$ cat config.mk
export PLATFORM = sky130hd
export DESIGN_NAME = alu_issue
export DESIGN_NICKNAME = d
export VERILOG_FILES = /design/src/rtl/alu_issue.sv
export SDC_FILE = /design/constraint.sdc
export NUM_CORES = 1
export LEC_CHECK = 0
export CORE_ASPECT_RATIO = 2
export CORE_MARGIN = 3
export CORE_UTILIZATION = 40
export DETAILED_ROUTE_END_ITERATION = 8
export GPL_TIMING_DRIVEN = 0
export PLACE_DENSITY = 0.89
export REMOVE_ABC_BUFFERS = 1
export SYNTH_ARGS = -nofsm -noshare
export SYNTH_HDL_FRONTEND = slang
export SYNTH_SLANG_ARGS = --single-unit
$ cat constraint.sdc
create_clock -name clk_i -period 2.1 [get_ports clk_i]
set_clock_uncertainty 0.15 [all_clocks]
set_input_delay 0.42 -clock clk_i [delete_from_list [all_inputs] [get_ports clk_i]]
set_output_delay 0.42 -clock clk_i [all_outputs]
set_load 0.005 [all_outputs]
$ cat src/rtl/alu_issue.sv
// Issue stage between decode and the combinational ALU: decodes ALUOp/funct,
// holds operands and control for the execute window, registers the ALU result.
module alu_issue #(
    parameter int MUL_CYCLES = 2
) (
    input  logic        clk_i,
    input  logic        rst_i,
    input  logic        valid_i,
    output logic        ready_o,
    input  logic [1:0]  ALUOp_i,
    input  logic [5:0]  funct_i,
    input  logic [31:0] data1_i,
    input  logic [31:0] data2_i,
    output logic [31:0] alu_data1_o,
    output logic [31:0] alu_data2_o,
    output logic [2:0]  ALUCtrl_o,
    input  logic [31:0] alu_result_i,
    input  logic        alu_zero_i,
    output logic [31:0] result_o,
    output logic        zero_o,
    output logic        error_o,
    output logic        valid_o,
    input  logic        ready_i
);
    localparam logic [1:0] S_IDLE = 2'd0;
    localparam logic [1:0] S_EXEC = 2'd1;
    localparam logic [1:0] S_RESP = 2'd2;

    localparam logic [2:0] CODE_IDLE = 3'b011;
    localparam logic [2:0] CODE_MUL  = 3'b111;

    logic [1:0]  state_q, state_d;
    logic [2:0]  cnt_q, cnt_d;
    logic [2:0]  code_q, code_d;
    logic        err_q, err_d;
    logic [31:0] d1_q, d1_d, d2_q, d2_d;
    logic [31:0] res_q, res_d;
    logic        zero_q, zero_d, oerr_q, oerr_d;
    logic [2:0]  dec_code;
    logic        dec_err;

    always_comb begin
        dec_code = CODE_IDLE;
        dec_err  = 1'b0;
        unique case (ALUOp_i)
            2'b00: dec_code = 3'b010;
            2'b01: dec_code = 3'b110;
            2'b11: dec_code = 3'b001;
            default: begin
                case (funct_i)
                    6'b100000: dec_code = 3'b010;
                    6'b100010: dec_code = 3'b110;
                    6'b100100: dec_code = 3'b000;
                    6'b100101: dec_code = 3'b001;
                    6'b011000: dec_code = CODE_MUL;
                    default:   dec_err  = 1'b1;
                endcase
            end
        endcase
    end

    always_comb begin
        state_d = state_q;
        cnt_d   = cnt_q;
        code_d  = code_q;
        err_d   = err_q;
        d1_d    = d1_q;
        d2_d    = d2_q;
        res_d   = res_q;
        zero_d  = zero_q;
        oerr_d  = oerr_q;
        case (state_q)
            S_IDLE: begin
                if (valid_i) begin
                    d1_d    = data1_i;
                    d2_d    = data2_i;
                    code_d  = dec_code;
                    err_d   = dec_err;
                    cnt_d   = (dec_code == CODE_MUL) ? 3'(MUL_CYCLES) : 3'd1;
                    state_d = S_EXEC;
                end
            end
            S_EXEC: begin
                cnt_d = cnt_q - 3'd1;
                if (cnt_q == 3'd1) begin
                    res_d   = alu_result_i;
                    zero_d  = alu_zero_i;
                    oerr_d  = err_q;
                    state_d = S_RESP;
                end
            end
            S_RESP: begin
                if (ready_i) state_d = S_IDLE;
            end
            default: state_d = S_IDLE;
        endcase
    end

    always_ff @(posedge clk_i) begin
        if (!rst_i) begin
            state_q <= S_IDLE;
            cnt_q   <= 3'd0;
            code_q  <= CODE_IDLE;
            err_q   <= 1'b0;
            d1_q    <= 32'd0;
            d2_q    <= 32'd0;
            res_q   <= 32'd0;
            zero_q  <= 1'b0;
            oerr_q  <= 1'b0;
        end else begin
            state_q <= state_d;
            cnt_q   <= cnt_d;
            code_q  <= code_d;
            err_q   <= err_d;
            d1_q    <= d1_d;
            d2_q    <= d2_d;
            res_q   <= res_d;
            zero_q  <= zero_d;
            oerr_q  <= oerr_d;
        end
    end

    // Outside EXEC the ALU sees the idle code so its output stays at zero.
    assign ALUCtrl_o   = (state_q == S_EXEC) ? code_q : CODE_IDLE;
    assign alu_data1_o = d1_q;
    assign alu_data2_o = d2_q;
    assign ready_o     = (state_q == S_IDLE) && rst_i;
    assign valid_o     = (state_q == S_RESP);
    assign result_o    = res_q;
    assign zero_o      = zero_q;
    assign error_o     = oerr_q;
endmodule

==> results.cfg, run 1 <==
[logic_synthesis]
async_flop_share_pct = 0
avgSynthCellArea_um2 = 8.51
seq_area_frac_synth_pct = 51.1
ys_types = 35
ys_warn_count = 0
synth-edff-count = 0
yosysTopAreaCellShare_pct = 51.1
synth_ff_type = dfxtp_1
syn_inst = 493
ys_seq_elements = 107
synth_top_cell_by_area = dfxtp_1
syn_area_um2 = 4190
yosys-top-cells-area = dfxtp_1 (51%), nand2_1 (18%), a21boi_0 (17%), buf_2 (1.8%), clkbuf_1 (1.4%)

[worst_setup_path]
cpPeakStageDelay_ns = 0.45
start_kind = flip-flop
crit_path_top_delay_cell = clkdlybuf4s50_1
worstPathArrival_ns = 1.49
cp_max_fo = 9
path_class = flip-flop to primary output
critPathLaunch = state_q[0]
endpoint_kind = primary output
required_ns = 1.53
critical_path.top_delay_family = buffers and inverters
worstReg2RegStart = state_q[1]
worstPathCellList = nor2b_4, nand2b_1, clkdlybuf4s50_1
path_buf_inv = 1

[global_route]
grt_pass1_vias = 4136
grt_pass1_wl_um = 19500
grt_util_all_layers_pct = 20.7
grt_max_degree = 110
overflow = 0
antenna_found_initial = 0

[route]
drtIter0Drc = 115
drt_first_pass_iters = 6
drt-vias-per-instance = 4.82
drcViolationCount = 0
avgRoutedWirePerCell_um = 14.9
vias = 4038
ant_nets = 0
drt_wl_total_um = 12500

[finish]
drive_gt1_share_pct = 6.41
multi_input_area_um2 = 1900
final_nets = 808
nFillCells = 802
seqCellArea_um2 = 2150
instances_no_fill = 837
area_growth_pct = 62.9
diodes = 0

[sta]
finalHoldViolCount = 0
post-route-period-util_pct = 97.9
finalMaxSlewViolations = 0
clock.fmax_ghz = 0.486
relSlewSlack_pct = 63.7
setup-violations-final = 0
holdWs_ns = 0.312
setup_ws_ns = 0.0439
worstMarginPinSlew_ns = 0.537
period_needed_ns = 2.06

[die]
die_area_um2 = 11800
start_util_pct = 41.3
io_pins = 212
die-width_um = 78.4
dieHeight_um = 151
core_area_um2 = 10100
rows = 52

[placed_design]
dpl.hpwl_um = 9100
routabilityCongestion = 0.769
io_buffers = 211
placed_cells = 806
place_ws_ns = -0.499

[min_path]
holdCritStartpoint = result_o[19]
hp-class = flip-flop to flip-flop

[clock_network]
cts_tree = built
cts_made_buffers = 9
clk_latency_ns = 0.33
cts_root_buf = clkbuf_16
hold_buffers = 0
cts_sinks = 107
clk_path_buf_depth = 2
h-tree-depth = 3
clkTransAtPathRegs_ns = 0.07

[pwr]
ir_drop_v = 0.000626
power_mw = 4.80
p_leak_nw = 2.48
p_per_area_nw_per_um2 = 702

[job]
maxCapViolCount = 0

[status]
status = completed
[path summary, 6_finish.rpt]
| kind | endpoint | depth (start not counted) | slack, ns |
|---|---|---|---|
| hold / removal | result_o[19] | 2 | 0.31 |
| setup / recovery | ALUCtrl_o[1] | 3 | 0.04 |
| hold reg to reg | result_o[19] | 2 | 0.31 |
| setup reg to reg | cnt_q[1] | 5 | 0.17 |
[layout by cell type, fill, tap and decap left out, drive strengths merged, types with 3 or more instances in the layout]
cell / n
a21boi: 99
buf: 20
clkbuf: 11
clkdlybuf4s50: 207
dfxtp: 107
inv: 7
nand2: 199
nand2b: 5
nor2: 3
nor2b: 5
nor3b: 4
nor4bb: 3
o21a: 3
o21ai: 6
[state kept, by name (all words and copies together) (netlist names)]
register	flops
err_q	1
code_q	3
cnt_q	3
alu_data1_o	32
state_q	2
result_o	32
alu_data2_o	32
error_o	1
zero_o	1
[power by group]
| part | internal (mW) | switching (mW) |
|---|---|---|
| clock network | 0.976 | 0.754 |
| registers | 2.15 | 0.0680 |
| logic | 0.519 | 0.331 |
[per-layer routing]
metal	part of all wire, %	track usage [%]	vias up
met5	0	0	-
met4	2.4	7.79	0
met3	6.1	5.12	20
met2	55	40.4	156
met1	36	20.4	1854
li1	-	-	2008
[logic make-up (layout without fill, tap and decap cells)]
family / count (synthesis) / count (layout) / share of synthesized area [%]
adder cells (fa/ha/maj): 2 / 2 / 0.597
flip-flops: 107 / 107 / 51.1
buffers and inverters: 40 / 249 / 4.92
AO/OA/AOI/OAI: 117 / 117 / 20.7
AND/OR/NAND/NOR: 227 / 227 / 22.7
[Yosys cell counts (all sizes together), types with 2 or more instances]
master  instances
a21boi         99
and2            2
buf            21
clkbuf         16
dfxtp         107
ha              2
inv             3
nand2         199
nand2b          5
nor2            3
nor2b           5
nor3b           4
nor4bb          3
o21a            3
o21ai           6
or3b            2
[layout make-up]
type / count / share of cell area (%)
clock buffers: 11 / 3.55
clock inverters: 5 / 0.952
inverters: 3 / 0.165
multi-input cells: 346 / 27.7
flip-flops and latches: 107 / 31.5
well taps: 135 / 2.47
repair buffers: 230 / 33.7
[metrics by stage]
step / utilization (%) / instance area, um^2 / TNS, ns
5_1_grt: 67.3 / 6830 / -0.0220
4_1_cts: 67.0 / 6800 / 0
3_3_place_gp: 61.9 / 6280 / -271.65
3_5_place_dp: 62.7 / 6360 / -36.66
2_1_floorplan: - / 4000 / -103.83
6_report: 67.3 / 6830 / 0
[worst register-to-register path, cell delays in order, from the launching register on]
cell and delay (ns):
dfxtp_4 0.37, buf_6 0.15, or3b_4 0.56, buf_12 0.25, a21oi_2 0.14, and4b_1 0.21
[what timing repair did]
action / 4_1_cts / 5_1_grt
hold endpoints to repair: 0 / 0
gates resized for setup: 15 / 2
cloned: 0 / 0
pin swaps: 1 / 0
setup buffers: 12 / 3
setup endpoints to repair: 96 / 34
No activity file was read; power rests on OpenSTA's default activity.
==> inputs of run 2 (changes only) <==
MAX_ROUTING_LAYER = met4   (was unset)
==> results.cfg, run 2 (synthesis results as in run 1) <==
[clock_network]
cts_sinks = 107
cts_made_buffers = 9
cts_root_buf = clkbuf_16
h-tree-depth = 3
clk_path_buf_depth = 2
cts_tree = built
clk_latency_ns = 0.34
clkTransAtPathRegs_ns = 0.07

[global_route]
grt_pass1_vias = 4146
grt_util_all_layers_pct = 21.2
grt_pass1_wl_um = 19400
grt_max_degree = 110
antenna_found_initial = 0
overflow = 0

[die]
core_area_um2 = 10100
dieHeight_um = 151
io_pins = 212
die_area_um2 = 11800
start_util_pct = 41.3
rows = 52
die-width_um = 78.4

[worst_setup_path]
cp_max_fo = 9
path_class = flip-flop to primary output
endpoint_kind = primary output
worstPathArrival_ns = 1.49
required_ns = 1.53
start_kind = flip-flop

[sta]
setup-violations-final = 0
finalMaxSlewViolations = 0
fin_setup_tns_ns = 0
clock.fmax_ghz = 0.486
relSlewSlack_pct = 63.5
finalHoldViolCount = 0
period_needed_ns = 2.06
post-route-period-util_pct = 98.0
worstMarginPinSlew_ns = 0.541

[finish]
drive_gt1_share_pct = 6.41
final_nets = 808
final_common_cell = clkdlybuf4s50_1
fin_area_um2 = 6830
area_growth_pct = 62.9
final_cell_mix = clkdlybuf4s50_1 (207), nand2_1 (199), dfxtp_1 (105), a21boi_0 (94), buf_4 (14)
diodes = 0

[placed_design]
io_buffers = 211
dpl.hpwl_um = 9100
routabilityCongestion = 0.779
place_area_um2 = 6360

[min_path]
hp-class = flip-flop to flip-flop

[route]
drt_wl_total_um = 12400
drtIter0Drc = 121
ant_nets = 0
drt_first_pass_iters = 6
drt-vias-per-instance = 4.81
vias = 4023
drcViolationCount = 0
avgRoutedWirePerCell_um = 14.9

[pwr]
p_leak_nw = 2.48
p_per_area_nw_per_um2 = 702
ir_drop_v = 0.000626

[job]
maxCapViolCount = 0

[status]
status = completed
## run 2: cell counts in the layout (fill, tap and decap cells not counted)
Identical to the previous run, type by type.
## run 2: final timing paths
kind / slack [ns] / endpoint / startpoint / cells past startpoint
worst max-delay path: 0.04 / ALUCtrl_o[1] / state_q[0] / 3
worst min-delay path: 0.31 / result_o[19] / result_o[19] / 2
worst max register to register: 0.17 / cnt_q[1] / state_q[1] / 5
worst min register to register: 0.31 / result_o[19] / result_o[19] / 2
## run 2: power breakdown
group | internal (mW) | total, mW | switching [mW]
clock | 0.976 | 1.73 | 0.753
sequential | 2.15 | 2.21 | 0.0678
combinational | 0.519 | 0.850 | 0.331
total | 3.64 | 4.79 | 1.15
## run 2: what timing repair did
item | CTS | global route
pin swaps | 1 | 0
setup buffers | 12 | 3
resized for setup | 15 | 2
hold buffers | 0 | 0
setup endpoints to repair | 96 | 34
endpoints found under the hold margin | 0 | 0
## run 2: worst max-delay path: stages (launching register included)
cell and delay (ns):
dfxtp_4 0.42, nor2b_4 0.19, nand2b_1 0.09, clkdlybuf4s50_1 0.45
## run 2: metrics by stage
step	total power [mW]	util (%)	setup slack, ns	hold WS, ns	instances
2_1_floorplan	2.51	-	-1.41	0.288	456
3_3_place_gp	3.03	61.9	-2.78	0.292	802
3_5_place_dp	3.07	62.7	-0.499	0.305	806
4_1_cts	4.83	67.0	0.00563	0.310	834
5_1_grt	5.00	67.3	-0.0169	0.330	837
6_report	4.79	67.3	0.0428	0.312	837
## run 2: final cells by class
class,instances,area (um^2)
Fill cell,802,3320
Timing Repair Buffer,230,2300
Sequential cell,107,2150
Multi-Input combinational cell,346,1900
Clock buffer,11,243
Tap cell,135,169
Clock inverter,5,65.1
Inverter,3,11.3
## run 2: layer usage
| layer | part of all wire (%) | GRT usage (%) | wire (um) |
|---|---|---|---|
| met1 | 37 | 21.4 | 4620 |
| met2 | 56 | 40.4 | 6910 |
| met3 | 4.6 | 3.57 | 572 |
| met4 | 2.6 | 7.79 | 325 |
| met5 | 0 | - | 0 |
==> inputs of run 3 (changes only) <==
CTS_CLUSTER_SIZE = 24   (was unset)
==> results of run 3 <==
Final layout, timing and power as in run 2 (identical DEF).
